===== src/rtl/shift_mlp_engine.sv =====
// rtl/shift_mlp_engine.sv - shift-weight spiking MLP inference engine; define SHIFT_MLP_SAT_EN for saturating arithmetic
module shift_mlp_engine #(
    parameter int N_CH   = 2,
    parameter int N_OUT  = 2,
    parameter int ADDR_W = 4,
    parameter int ACC_W  = 8,
    parameter logic [ACC_W-1:0] TH = ACC_W'(1),
    localparam int IDX_W = (N_OUT > 1) ? $clog2(N_OUT) : 1
) (
    input  logic                clk,
    input  logic                rst_n,
    input  logic                start,
    input  logic [8*N_CH-1:0]   in_vec,
    output logic                w_req,
    output logic [ADDR_W-1:0]   w_addr,
    input  logic                w_valid,
    input  logic [7:0]          w_data,
    output logic                busy,
    output logic                done,
    output logic [IDX_W-1:0]    pred_idx,
    output logic [ACC_W-1:0]    pred_score
);

    localparam int F    = N_CH * N_OUT / 2;
    localparam int CH_W = (N_CH > 1) ? $clog2(N_CH) : 1;
    localparam logic [ACC_W-1:0] ACC_MAX = '1;
`ifdef SHIFT_MLP_SAT_EN
    localparam bit SAT = 1'b1;
`else
    localparam bit SAT = 1'b0;
`endif

    typedef enum logic [2:0] {IDLE, L1, FETCH, ARGMAX, DONE} state_t;
    state_t state, state_nxt;

    logic [8*N_CH-1:0] in_lat;
    logic [ACC_W-1:0]  l1_sum [N_CH];
    logic [ACC_W-1:0]  sum [N_CH];
    logic [N_CH-1:0]   spike;
    logic [ACC_W-1:0]  acc [N_OUT];
    logic [ACC_W-1:0]  acc_nxt [N_OUT];
    logic [CH_W-1:0]   w_ch, ch_lo, ch_nxt;
    logic [IDX_W-1:0]  w_out, out_lo, out_nxt;
    logic [ACC_W-1:0]  term_hi, term_lo;
    logic [IDX_W-1:0]  scan_idx, best_idx, sel_idx;
    logic [ACC_W-1:0]  best_val, sel_val;
    logic              last_byte, scan_last;

    // Overflowed values either clamp to all-ones or wrap, depending on build
    function automatic logic [ACC_W-1:0] fit(input logic [ACC_W+8:0] v);
        return (SAT && (|v[ACC_W+8:ACC_W])) ? ACC_MAX : v[ACC_W-1:0];
    endfunction

    // Signed 4-bit weight is a shift count: left for positive, right for negative
    function automatic logic [ACC_W-1:0] shift_term(input logic [ACC_W-1:0] x, input logic [3:0] s);
        logic [ACC_W+7:0] wide;
        logic [3:0]       mag;
        wide = {8'd0, x};
        mag  = 4'd0 - s;
        if (!s[3])
            wide = wide << s[2:0];
        else
            wide = wide >> mag;
        return fit({1'b0, wide});
    endfunction

    function automatic logic [ACC_W-1:0] add_acc(input logic [ACC_W-1:0] a, input logic [ACC_W-1:0] t);
        return fit({9'd0, a} + {9'd0, t});
    endfunction

    assign last_byte = (w_addr == ADDR_W'(F - 1));
    assign scan_last = (scan_idx == IDX_W'(N_OUT - 1));

    // Layer-1 nibble sums of the latched input vector
    always_comb begin
        for (int i = 0; i < N_CH; i++) begin
            l1_sum[i] = ACC_W'(in_lat[8*i+4 +: 4]) + ACC_W'(in_lat[8*i +: 4]);
        end
    end

    // Weight-pair decode: destinations of the hi/lo nibbles and the updated accumulators
    always_comb begin
        out_lo  = (w_out == IDX_W'(N_OUT - 1)) ? '0 : w_out + 1'b1;
        ch_lo   = (w_out == IDX_W'(N_OUT - 1)) ? w_ch + 1'b1 : w_ch;
        out_nxt = (out_lo == IDX_W'(N_OUT - 1)) ? '0 : out_lo + 1'b1;
        ch_nxt  = (out_lo == IDX_W'(N_OUT - 1)) ? ch_lo + 1'b1 : ch_lo;
        term_hi = shift_term(sum[w_ch], w_data[7:4]);
        term_lo = shift_term(sum[ch_lo], w_data[3:0]);
        for (int j = 0; j < N_OUT; j++) begin
            acc_nxt[j] = acc[j];
            if (spike[w_ch] && (w_out == IDX_W'(j)))
                acc_nxt[j] = add_acc(acc_nxt[j], term_hi);
            if (spike[ch_lo] && (out_lo == IDX_W'(j)))
                acc_nxt[j] = add_acc(acc_nxt[j], term_lo);
        end
    end

    // Argmax step: first entry always taken, later ones only if strictly greater
    always_comb begin
        sel_idx = best_idx;
        sel_val = best_val;
        if ((scan_idx == '0) || (acc[scan_idx] > best_val)) begin
            sel_idx = scan_idx;
            sel_val = acc[scan_idx];
        end
    end

    // State register
    always_ff @(posedge clk or negedge rst_n) begin
        if (!rst_n)
            state <= IDLE;
        else
            state <= state_nxt;
    end

    // Next-state logic and state-decoded outputs
    always_comb begin
        state_nxt = state;
        busy      = (state != IDLE);
        w_req     = (state == FETCH);
        case (state)
            IDLE:    if (start) state_nxt = L1;
            L1:      state_nxt = FETCH;
            FETCH:   if (w_valid && last_byte) state_nxt = ARGMAX;
            ARGMAX:  if (scan_last) state_nxt = DONE;
            DONE:    state_nxt = IDLE;
            default: state_nxt = IDLE;
        endcase
    end

    // Datapath: input latch, layer-1 spikes, weight accumulation, argmax scan, result registers
    always_ff @(posedge clk or negedge rst_n) begin
        if (!rst_n) begin
            in_lat     <= '0;
            spike      <= '0;
            w_addr     <= '0;
            w_ch       <= '0;
            w_out      <= '0;
            scan_idx   <= '0;
            best_idx   <= '0;
            best_val   <= '0;
            pred_idx   <= '0;
            pred_score <= '0;
            done       <= 1'b0;
            for (int i = 0; i < N_CH; i++) sum[i] <= '0;
            for (int j = 0; j < N_OUT; j++) acc[j] <= '0;
        end else begin
            done <= (state == DONE);
            case (state)
                IDLE: if (start) in_lat <= in_vec;
                L1: begin
                    for (int i = 0; i < N_CH; i++) begin
                        sum[i]   <= l1_sum[i];
                        spike[i] <= (l1_sum[i] > TH);
                    end
                    for (int j = 0; j < N_OUT; j++) acc[j] <= '0;
                    w_addr   <= '0;
                    w_ch     <= '0;
                    w_out    <= '0;
                    scan_idx <= '0;
                end
                FETCH: if (w_valid) begin
                    for (int j = 0; j < N_OUT; j++) acc[j] <= acc_nxt[j];
                    w_addr <= w_addr + 1'b1;
                    w_ch   <= ch_nxt;
                    w_out  <= out_nxt;
                end
                ARGMAX: begin
                    best_idx <= sel_idx;
                    best_val <= sel_val;
                    scan_idx <= scan_idx + 1'b1;
                    if (scan_last) begin
                        pred_idx   <= sel_idx;
                        pred_score <= sel_val;
                    end
                end
                default: ;
            endcase
        end
    end

endmodule


===== config.mk =====
export PLATFORM = sky130hd
export DESIGN_NAME = shift_mlp_engine
export DESIGN_NICKNAME = d
export VERILOG_FILES = /design/src/rtl/shift_mlp_engine.sv
export SDC_FILE = /design/constraint.sdc
export NUM_CORES = 1
export LEC_CHECK = 0
export CAP_MARGIN = 30
export CORE_MARGIN = 2
export CORE_UTILIZATION = 60
export CTS_BUF_LIST = sky130_fd_sc_hd__clkbuf_16
export DETAILED_ROUTE_END_ITERATION = 6
export GPL_ROUTABILITY_DRIVEN = 0
export PLACE_DENSITY = 0.85
export SYNTH_ARGS = -nofsm -noshare
export SYNTH_HDL_FRONTEND = slang
export SYNTH_SLANG_ARGS = --single-unit

===== constraint.sdc =====
create_clock -name clk -period 6.06 [get_ports clk]
set_input_delay 0.606 -clock clk [delete_from_list [all_inputs] [get_ports clk]]
set_output_delay 0.606 -clock clk [all_outputs]
set_load 0.02 [all_outputs]

==> out/results.ini, run 1 <==
[synth]
synth_top_family_by_area = compound AO/OA/AOI/OAI gates
synthArstFlopShare_pct = 100
synth_area_per_cell_um2 = 9.16
ys_ff_latch = 73
synthSimpleGateAreaFrac_pct = 16.9
yosysSeqAreaShare_pct = 31.1
yosysWarnings = 0
synth_fp_nets = 725
synth_top_area_cell = dfrtp_1
synth.area.top_cells = dfrtp_1 (31%), ha_1 (10%), nand2_1 (4.9%)
synth_top_area_share_pct = 31.1
synth_edf_count = 0
synth_cell_types = 68
synth_compound_area_share_pct = 17.6
synth_fa_ha_area_share_pct = 12.5
synthCells = 642
syn-cell-area_mm2 = 0.00588
muxShareOfSynthArea_pct = 12.8
synth_most_common_cell = nand2_1
synth-xor-area-share_pct = 4.19
synthFlopType = dfrtp_1
synth_common_cells = nand2_1 (76), dfrtp_1 (73), ha_1 (49)

[timing]
min_period_ps = 5420
fin_crit_sh_pct = 89.4
clock_skew_ps = 6.16
max_slew_margin_pct = 29.7
rsz0062_at_grt = false
drv_slew = 0
tightest_slew_ps = 1050
setup_viol = 0
hold_viol_final = 0
whs_ps = 458
max_freq_mhz = 185
setup_tns_ps = 0
finalWorstSetupSlack_ps = 641

[clock_network]
post_cts_resized = 0
postCtsSetupRepairBufs = 0
numCtsBuffers = 9
insertion_delay_ps = 340
cts-root-buf = clkbuf_16
cts.path.max_buffers = 2
cts_sinks = 73
clk_pin_slew_ps = 60
cts_tree = done
cts_hold_buf = 0
ctsHtreeMaxLevel = 3

[power]
p_leak_nw = 3.10
vdd_drop_max_mv = 0.364
p_per_area_mw_per_mm2 = 523

[global_route]
antenna_found_initial = 0
grt.overflow.total = 0
grt_pass1_wl_um = 24500
grt_max_degree = 74
grt_pass1_vias = 5233
grtUsageTotal_pct = 29.7

[route]
drc = 0
wl_per_cell_um = 17.9
vias = 5107
antenna_left = 0
finalWirelength_um = 14600
drt-pass1-iter-count = 5
via_per_inst = 6.28
first_iter_violations = 358

[placement]
dpl.cell_count = 796
dp_hpwl_um = 10600
dp_slack_ps = 491
place_area_mm2 = 0.00638
port_buffers = 43

[layout]
layout.nets = 758
drive_above_1_share_pct = 9.41
finalNonFillerCells = 813
postLayoutCellArea_mm2 = 0.00667
antennaDiodeCount = 0
syn_to_final_growth_pct = 13.5

[die]
dieArea_mm2 = 0.0106
io_pins = 44
core_area_mm2 = 0.00964
chipHeight_um = 103
placementRows = 36
initial_utilization_pct = 61.0
die_w_um = 103

[critical_path]
critPathMaxFanout = 11
cp.arrival_ps = 5650
crit_type = in -> reg
reg2regPathDepth = 23
cp_data_required_time_ps = 6290
startpoint_type = input port
cp-end-kind = register

[job]
maxCapViolCount = 0

[min_path]
worstHoldPathType = in -> async

[status]
status = completed

-- cells in the final DEF, fill, tap and decap left out, types with 13 or more instances in the layout --
master           instances
nand3_1                 22
nand2_1                 76
ha_1                    49
nor2_1                  36
nand4_1                 17
clkdlybuf4s50_1         42
o21ai_1                 18
o21ai_0                 34
dfrtp_1                 73
xor2_1                  16
mux2_2                  23
a21oi_1                 34
a21o_1                  13
inv_1                   35
nor3_1                  13
mux2i_1                 19
-- cell families after synthesis --
| group | Yosys count |
|---|---|
| buf+inv | 64 |
| simple gates | 205 |
| flops | 73 |
| compound gates | 160 |
| fa+ha+maj | 55 |
| mux | 59 |
| xor+xnor | 26 |
-- state kept, by name, summed over array words and instances (netlist names), 2 cells and up --
| register | cells |
|---|---|
| spike | 2 |
| pred_score | 8 |
| best_val | 8 |
| in_lat | 16 |
| sum | 10 |
| acc | 16 |
| state | 3 |
| w_addr | 4 |
-- routing by layer --
layer | track usage (%) | wire (um) | vias up
met2 | 50.0 | 7180 | 226
met4 | 15.7 | 588 | 0
met5 | 0 | 0 | -
met1 | 35.7 | 5840 | 2428
li1 | - | - | 2391
met3 | 6.24 | 951 | 62
-- stage by stage --
stage | util, % | power, mW
finish | 69.2 | 3.49
global route | 69.2 | 3.76
CTS | 69.2 | 3.45
detailed placement | 66.2 | 2.89
global placement | 65.9 | 2.76
floorplan | - | 2.36
-- final timing paths --
kind                                from       endpoint  slack [ps]
max                            w_data[5]        acc[15]         640
min                                rst_n      in_lat[4]         460
max reg2reg                         w_ch        acc[15]        1310
min reg2reg                pred_score[0]  pred_score[0]         470
max in group asynchronous          rst_n    best_val[1]        4970
min in group clk           pred_score[0]  pred_score[0]         470
-- power breakdown --
part / leakage [nW] / internal [mW] / switching [mW]
Sequential: 0.938 / 0.690 / 0.244
Combinational: 2.03 / 0.874 / 1.16
Clock: 0.134 / 0.314 / 0.207
Total: 3.10 / 1.88 / 1.61
-- critical path, cell delays in order --
cell and delay, ps:
clkdlybuf4s50_1 690, inv_1 200, ha_1 240, xor2_1 270
nor2_1 70, o21ai_0 150, nand2_1 100, o21a_1 110
o22ai_1 210, ha_1 210, inv_1 50, fa_1 400
nor2b_1 130, o21ai_1 90, a21boi_1 240, o21a_1 200
nor3_1 70, o31ai_1 340, ha_1 330, o21ai_0 110
nand2b_1 90, o41ai_1 80, nor3_1 130, o31ai_1 300
a21bo_1 230
-- final cells by class --
| type | count | area (um^2) |
|---|---|---|
| Sequential cell | 73 | 1830 |
| Timing Repair Buffer | 50 | 495 |
| Clock buffer | 9 | 225 |
| Multi-Input combinational cell | 505 | 3760 |
| Inverter | 36 | 135 |
| Tap cell | 133 | 166 |
| Clock inverter | 7 | 61.3 |
| Fill cell | 729 | 2970 |
No activity file was read; power rests on OpenSTA's default activity.
==> inputs of run 2 (changes only) <==
Settings changed: RECOVER_POWER set to 50.
==> run 2 against run 1 <==
  * Sequential power hardly changed
  * Critical path type unchanged
  * Cell count unchanged
  * Flip-flop and latch count did not move
  * Largest cell class unchanged
  * Via count shrank 0.35%
  * Routed wire length shrank 0.14%
  * Global-route usage unchanged
  * Final area down 0.11%
  * Total power about the same
  * Register-to-register slack is essentially flat
  * The run now ends with max-capacitance violations, max-slew violations left
==> out/results.ini, run 2 (same netlist as run 1, synthesis figures left out) <==
[critical_path]
critPathMaxFanout = 11
cp-end-kind = register
startpoint_type = input port
cp.arrival_ps = 5660
cp_data_required_time_ps = 6290
crit_type = in -> reg
slowest_stage = clkdlybuf4s50_1
critical-path-max-stage-delay_ps = 700
crit_top_cell = ha_1

[route]
first_iter_violations = 361
drc = 0
via_per_inst = 6.26
wl_per_cell_um = 17.9
drt-pass1-iter-count = 6
vias = 5089
finalWirelength_um = 14500
antenna_left = 0

[global_route]
grt_pass1_vias = 5233
grt_max_degree = 74
grt.overflow.total = 0
grtUsageTotal_pct = 29.7
grt_pass1_wl_um = 24500
antenna_found_initial = 0

[clock_network]
cts.path.max_buffers = 2
cts_sinks = 73
numCtsBuffers = 9
postCtsSetupRepairBufs = 0
post_cts_resized = 0
clk_pin_slew_ps = 60
cts_tree = done
cts-root-buf = clkbuf_16
ctsHtreeMaxLevel = 3
insertion_delay_ps = 340
cts_hold_buf = 0

[layout]
layout_common_cells = nand2_1 (76), dfrtp_1 (73), ha_1 (49)
drive_above_1_share_pct = 9.12
postLayoutCellArea_mm2 = 0.00667
final_common_cell = nand2_1
layout.nets = 758
antennaDiodeCount = 0
nFillCells = 727
syn_to_final_growth_pct = 13.4
reg_top3 = acc: 16 flops, in_lat: 16 flops, sum: 10 flops

[timing]
rsz0062_at_grt = false
finalWorstSetupSlack_ps = 637
tightest_slew_ps = 3820
min_period_ps = 5420
hold_viol_final = 0
setup_viol = 0
drv_slew = 114
whs_ps = 473
max_freq_mhz = 184
max_slew_margin_pct = -155
clock_skew_ps = 7.01
setup_tns_ps = 0
fin_crit_sh_pct = 89.5

[power]
p_leak_nw = 3.10
p_switching_mw = 1.61
p_seq_share_pct = 26.8
vdd_drop_max_mv = 0.363
internal_power_mw = 1.88
p_per_area_mw_per_mm2 = 524
pwr-share-comb_pct = 58.3
p_sw_share_pct = 46.3
power.share.clock_pct = 14.9

[min_path]
worstHoldPathType = reg -> reg

[placement]
dp_hpwl_um = 10600
dp_slack_ps = 491
port_buffers = 43
place_area_mm2 = 0.00638

[die]
chipHeight_um = 103
die_w_um = 103
dieArea_mm2 = 0.0106
initial_utilization_pct = 61.0
core_area_mm2 = 0.00964
io_pins = 44
placementRows = 36

[job]
maxCapViolCount = 2

[status]
violations = max-capacitance violations, max-slew violations
status = finished, violations left

[run 2: changes by cell type in the layout (fill, tap and decap cells not counted)]
cell / delta
clkbuf_1: +2
buf_4: -2
[run 2: power by group through the flow]
stage | sequential (mW) | combinational [mW] | clock [mW]
3_5_place_dp | 0.932 | 1.96 | 0
4_1_cts | 0.928 | 1.99 | 0.526
2_1_floorplan | 0.870 | 1.50 | 0
5_1_grt | 0.967 | 2.24 | 0.544
6_report | 0.934 | 2.04 | 0.521
3_3_place_gp | 0.915 | 1.85 | 0
[run 2: path summary, 6_finish.rpt]
kind	cells after the start	slack, ps	to	from
max	25	640	acc[15]	w_data[5]
min	2	470	pred_score[0]	pred_score[0]
max reg2reg	23	1300	acc[15]	w_ch
max in group asynchronous	2	2200	best_val[0]	rst_n
min in group asynchronous	2	1680	in_lat[4]	rst_n
min reg2reg	2	470	pred_score[0]	pred_score[0]
[run 2: critical path, delay by kind of cell]
family | cells | cell delay (ps)
XOR/XNOR | 1 | 270
buffers and inverters | 3 | 950
AND/OR/NAND/NOR | 6 | 590
adder cells (fa/ha/maj) | 4 | 1180
AO/OA/AOI/OAI | 11 | 2060
[run 2: final cells by class]
| class | count | area (um^2) | area share (%) |
|---|---|---|---|
| multi-input cells | 505 | 3760 | 56.5 |
| flip-flops and latches | 73 | 1830 | 27.4 |
| repair buffers | 50 | 488 | 7.32 |
| clock buffers | 9 | 225 | 3.38 |
| well taps | 133 | 166 | 2.50 |
| inverters | 36 | 135 | 2.03 |
| clock inverters | 7 | 61.3 | 0.920 |
[run 2: through the flow]
step	instances	total power [mW]	util [%]
2_1_floorplan	642	2.36	-
3_3_place_gp	795	2.76	65.9
3_5_place_dp	796	2.89	66.2
4_1_cts	812	3.45	69.2
5_1_grt	813	3.76	69.2
6_report	813	3.49	69.2
[run 2: metal layers]
metal  routed length, um  part of all wire [%]  GRT usage, %
met3                 955                   6.6          6.24
met2                7140                    49          50.0
met1                5830                    40          35.7
met5                   0                     0             0
met4                 610                   4.2          15.7
==> inputs of run 3 (changes only) <==
Settings changed: CORE_ASPECT_RATIO set to 0.7.
==> run 3 against run 2 <==
  * The flow still finishes with violations (max-capacitance violations, max-slew violations)
  * First-iteration DRC count rose by 76%
  * Cell count is 0.74% lower
  * Combinational power about the same
  * Final area about the same
  * Sequential share of layout area about the same
  * Critical path type unchanged
  * Critical endpoint is now acc[7]
  * Largest power group unchanged
==> out/results.ini, run 3 (same netlist as run 1, synthesis figures left out) <==
[status]
violations = max-capacitance violations, max-slew violations
status = finished, violations left

[critical_path]
critPathMaxFanout = 11
startpoint_type = input port
critical-path-max-stage-delay_ps = 680
reg2regPathDepth = 20
slowest_stage = clkdlybuf4s50_1
r2r-start = w_ch
crit_type = in -> reg
r2r-end = acc[7]
cp_top_family = compound AO/OA/AOI/OAI gates
rrSetupSlack_ps = 760
crit_top_cell = ha_1
cp_data_required_time_ps = 6340
crit_buf_inv = 3
cp-end-kind = register
cp.arrival_ps = 5780

[timing]
rsz0062_at_grt = false
drv_slew = 111
hold_viol_final = 0
max_slew_margin_pct = -150
setup_viol = 0
tightest_slew_ps = 3750
max_freq_mhz = 182
min_period_ps = 5500
clock_skew_ps = 17.0
fin_crit_sh_pct = 90.7
setup_tns_ps = 0

[layout]
register_area_mm2 = 0.00183
drive_above_1_share_pct = 8.98
reg_top3 = acc: 16 flops, in_lat: 16 flops, sum: 10 flops
layout.nets = 757
final_common_cell = nand2_1
multi_input_area_mm2 = 0.00376
syn_to_final_growth_pct = 13.3
antennaDiodeCount = 0
fin_util_pct = 69.3
layout_common_cells = nand2_1 (76), dfrtp_1 (73), ha_1 (49)
nFillCells = 740

[clock_network]
cts.path.max_buffers = 2
cts_hold_buf = 0
numCtsBuffers = 9
insertion_delay_ps = 350
postCtsSetupRepairBufs = 0
ctsHtreeMaxLevel = 3
clk_pin_slew_ps = 70
cts-root-buf = clkbuf_16
cts_sinks = 73
cts_tree = done
post_cts_resized = 0

[route]
drt-pass1-iter-count = 5
antenna_left = 0
finalWirelength_um = 15300
drc = 0
first_iter_violations = 635
vias = 5192
via_per_inst = 6.43
wl_per_cell_um = 18.9

[power]
internal_power_mw = 1.89
p_per_area_mw_per_mm2 = 536
p_seq_share_pct = 27.1
vdd_drop_max_mv = 0.435
p_sw_share_pct = 47.1
p_switching_mw = 1.68
power.share.clock_pct = 15.7
p_leak_nw = 3.09
power.total_mw = 3.57
pwr-share-comb_pct = 57.2

[die]
core_area_mm2 = 0.00961
placementRows = 30
initial_utilization_pct = 61.2
die_w_um = 122
dieArea_mm2 = 0.0106
io_pins = 44
chipHeight_um = 86.8

[placement]
port_buffers = 43
dp_hpwl_um = 10900

[global_route]
grtUsageTotal_pct = 30.5
grt.overflow.total = 0
grt_pass1_wl_um = 24900
antenna_found_initial = 0
grt_max_degree = 74
grt_pass1_vias = 5052

[job]
maxCapViolCount = 2

[min_path]
worstHoldPathType = in -> async

[run 3: cell count changes in the layout (fill, tap and decap cells not counted)]
cell,delta
clkinv_2,-1
buf_4,-2
inv_6,+2
clkinv_1,-2
clkbuf_1,+2
clkbuf_2,-1
inv_8,+1
[run 3: per-layer routing]
layer / up-vias / wire (um) / GRT usage, %
li1: 2385 / - / -
met1: 2504 / 6390 / 41.2
met2: 261 / 7020 / 47.7
met3: 42 / 1400 / 6.91
met4: 0 / 461 / 12.4
met5: - / 0 / 0
[run 3: worst max path at each step]
stage	start	endpoint	slack (ps)	cells past startpoint
after detailed placement	w_data[5]	acc[7]	430	24
final	w_data[5]	acc[7]	560	25
after floorplan	w_data[4]	acc[7]	1530	24
after global routing	w_data[5]	acc[7]	300	21
after global placement	w_data[5]	acc[7]	720	25
after CTS	w_data[5]	acc[7]	730	24
[run 3: power by group through the flow]
stage | sequential (mW) | clock [mW] | combinational, mW
floorplan | 0.870 | 0 | 1.50
global placement | 0.939 | 0 | 1.83
detailed placement | 0.960 | 0 | 1.94
CTS | 0.955 | 0.559 | 1.99
global route | 0.994 | 0.579 | 2.24
finish | 0.966 | 0.560 | 2.04
[run 3: layout make-up]
type	count	share of cell area, %
Clock buffer	9	3.38
Sequential cell	73	27.4
Inverter	36	2.03
Clock inverter	7	1.16
Multi-Input combinational cell	505	56.5
Timing Repair Buffer	49	7.13
Tap cell	128	2.40
[run 3: per-stage QoR]
step                hold WS (ps)  setup WS (ps)  instances  area (um^2)
floorplan                    310           1530        642         5880
CTS                          460            731        805         6670
global route                 113            296        807         6660
global placement             463            723        788         6340
detailed placement           465            427        789         6360
finish                      77.7            561        807         6660
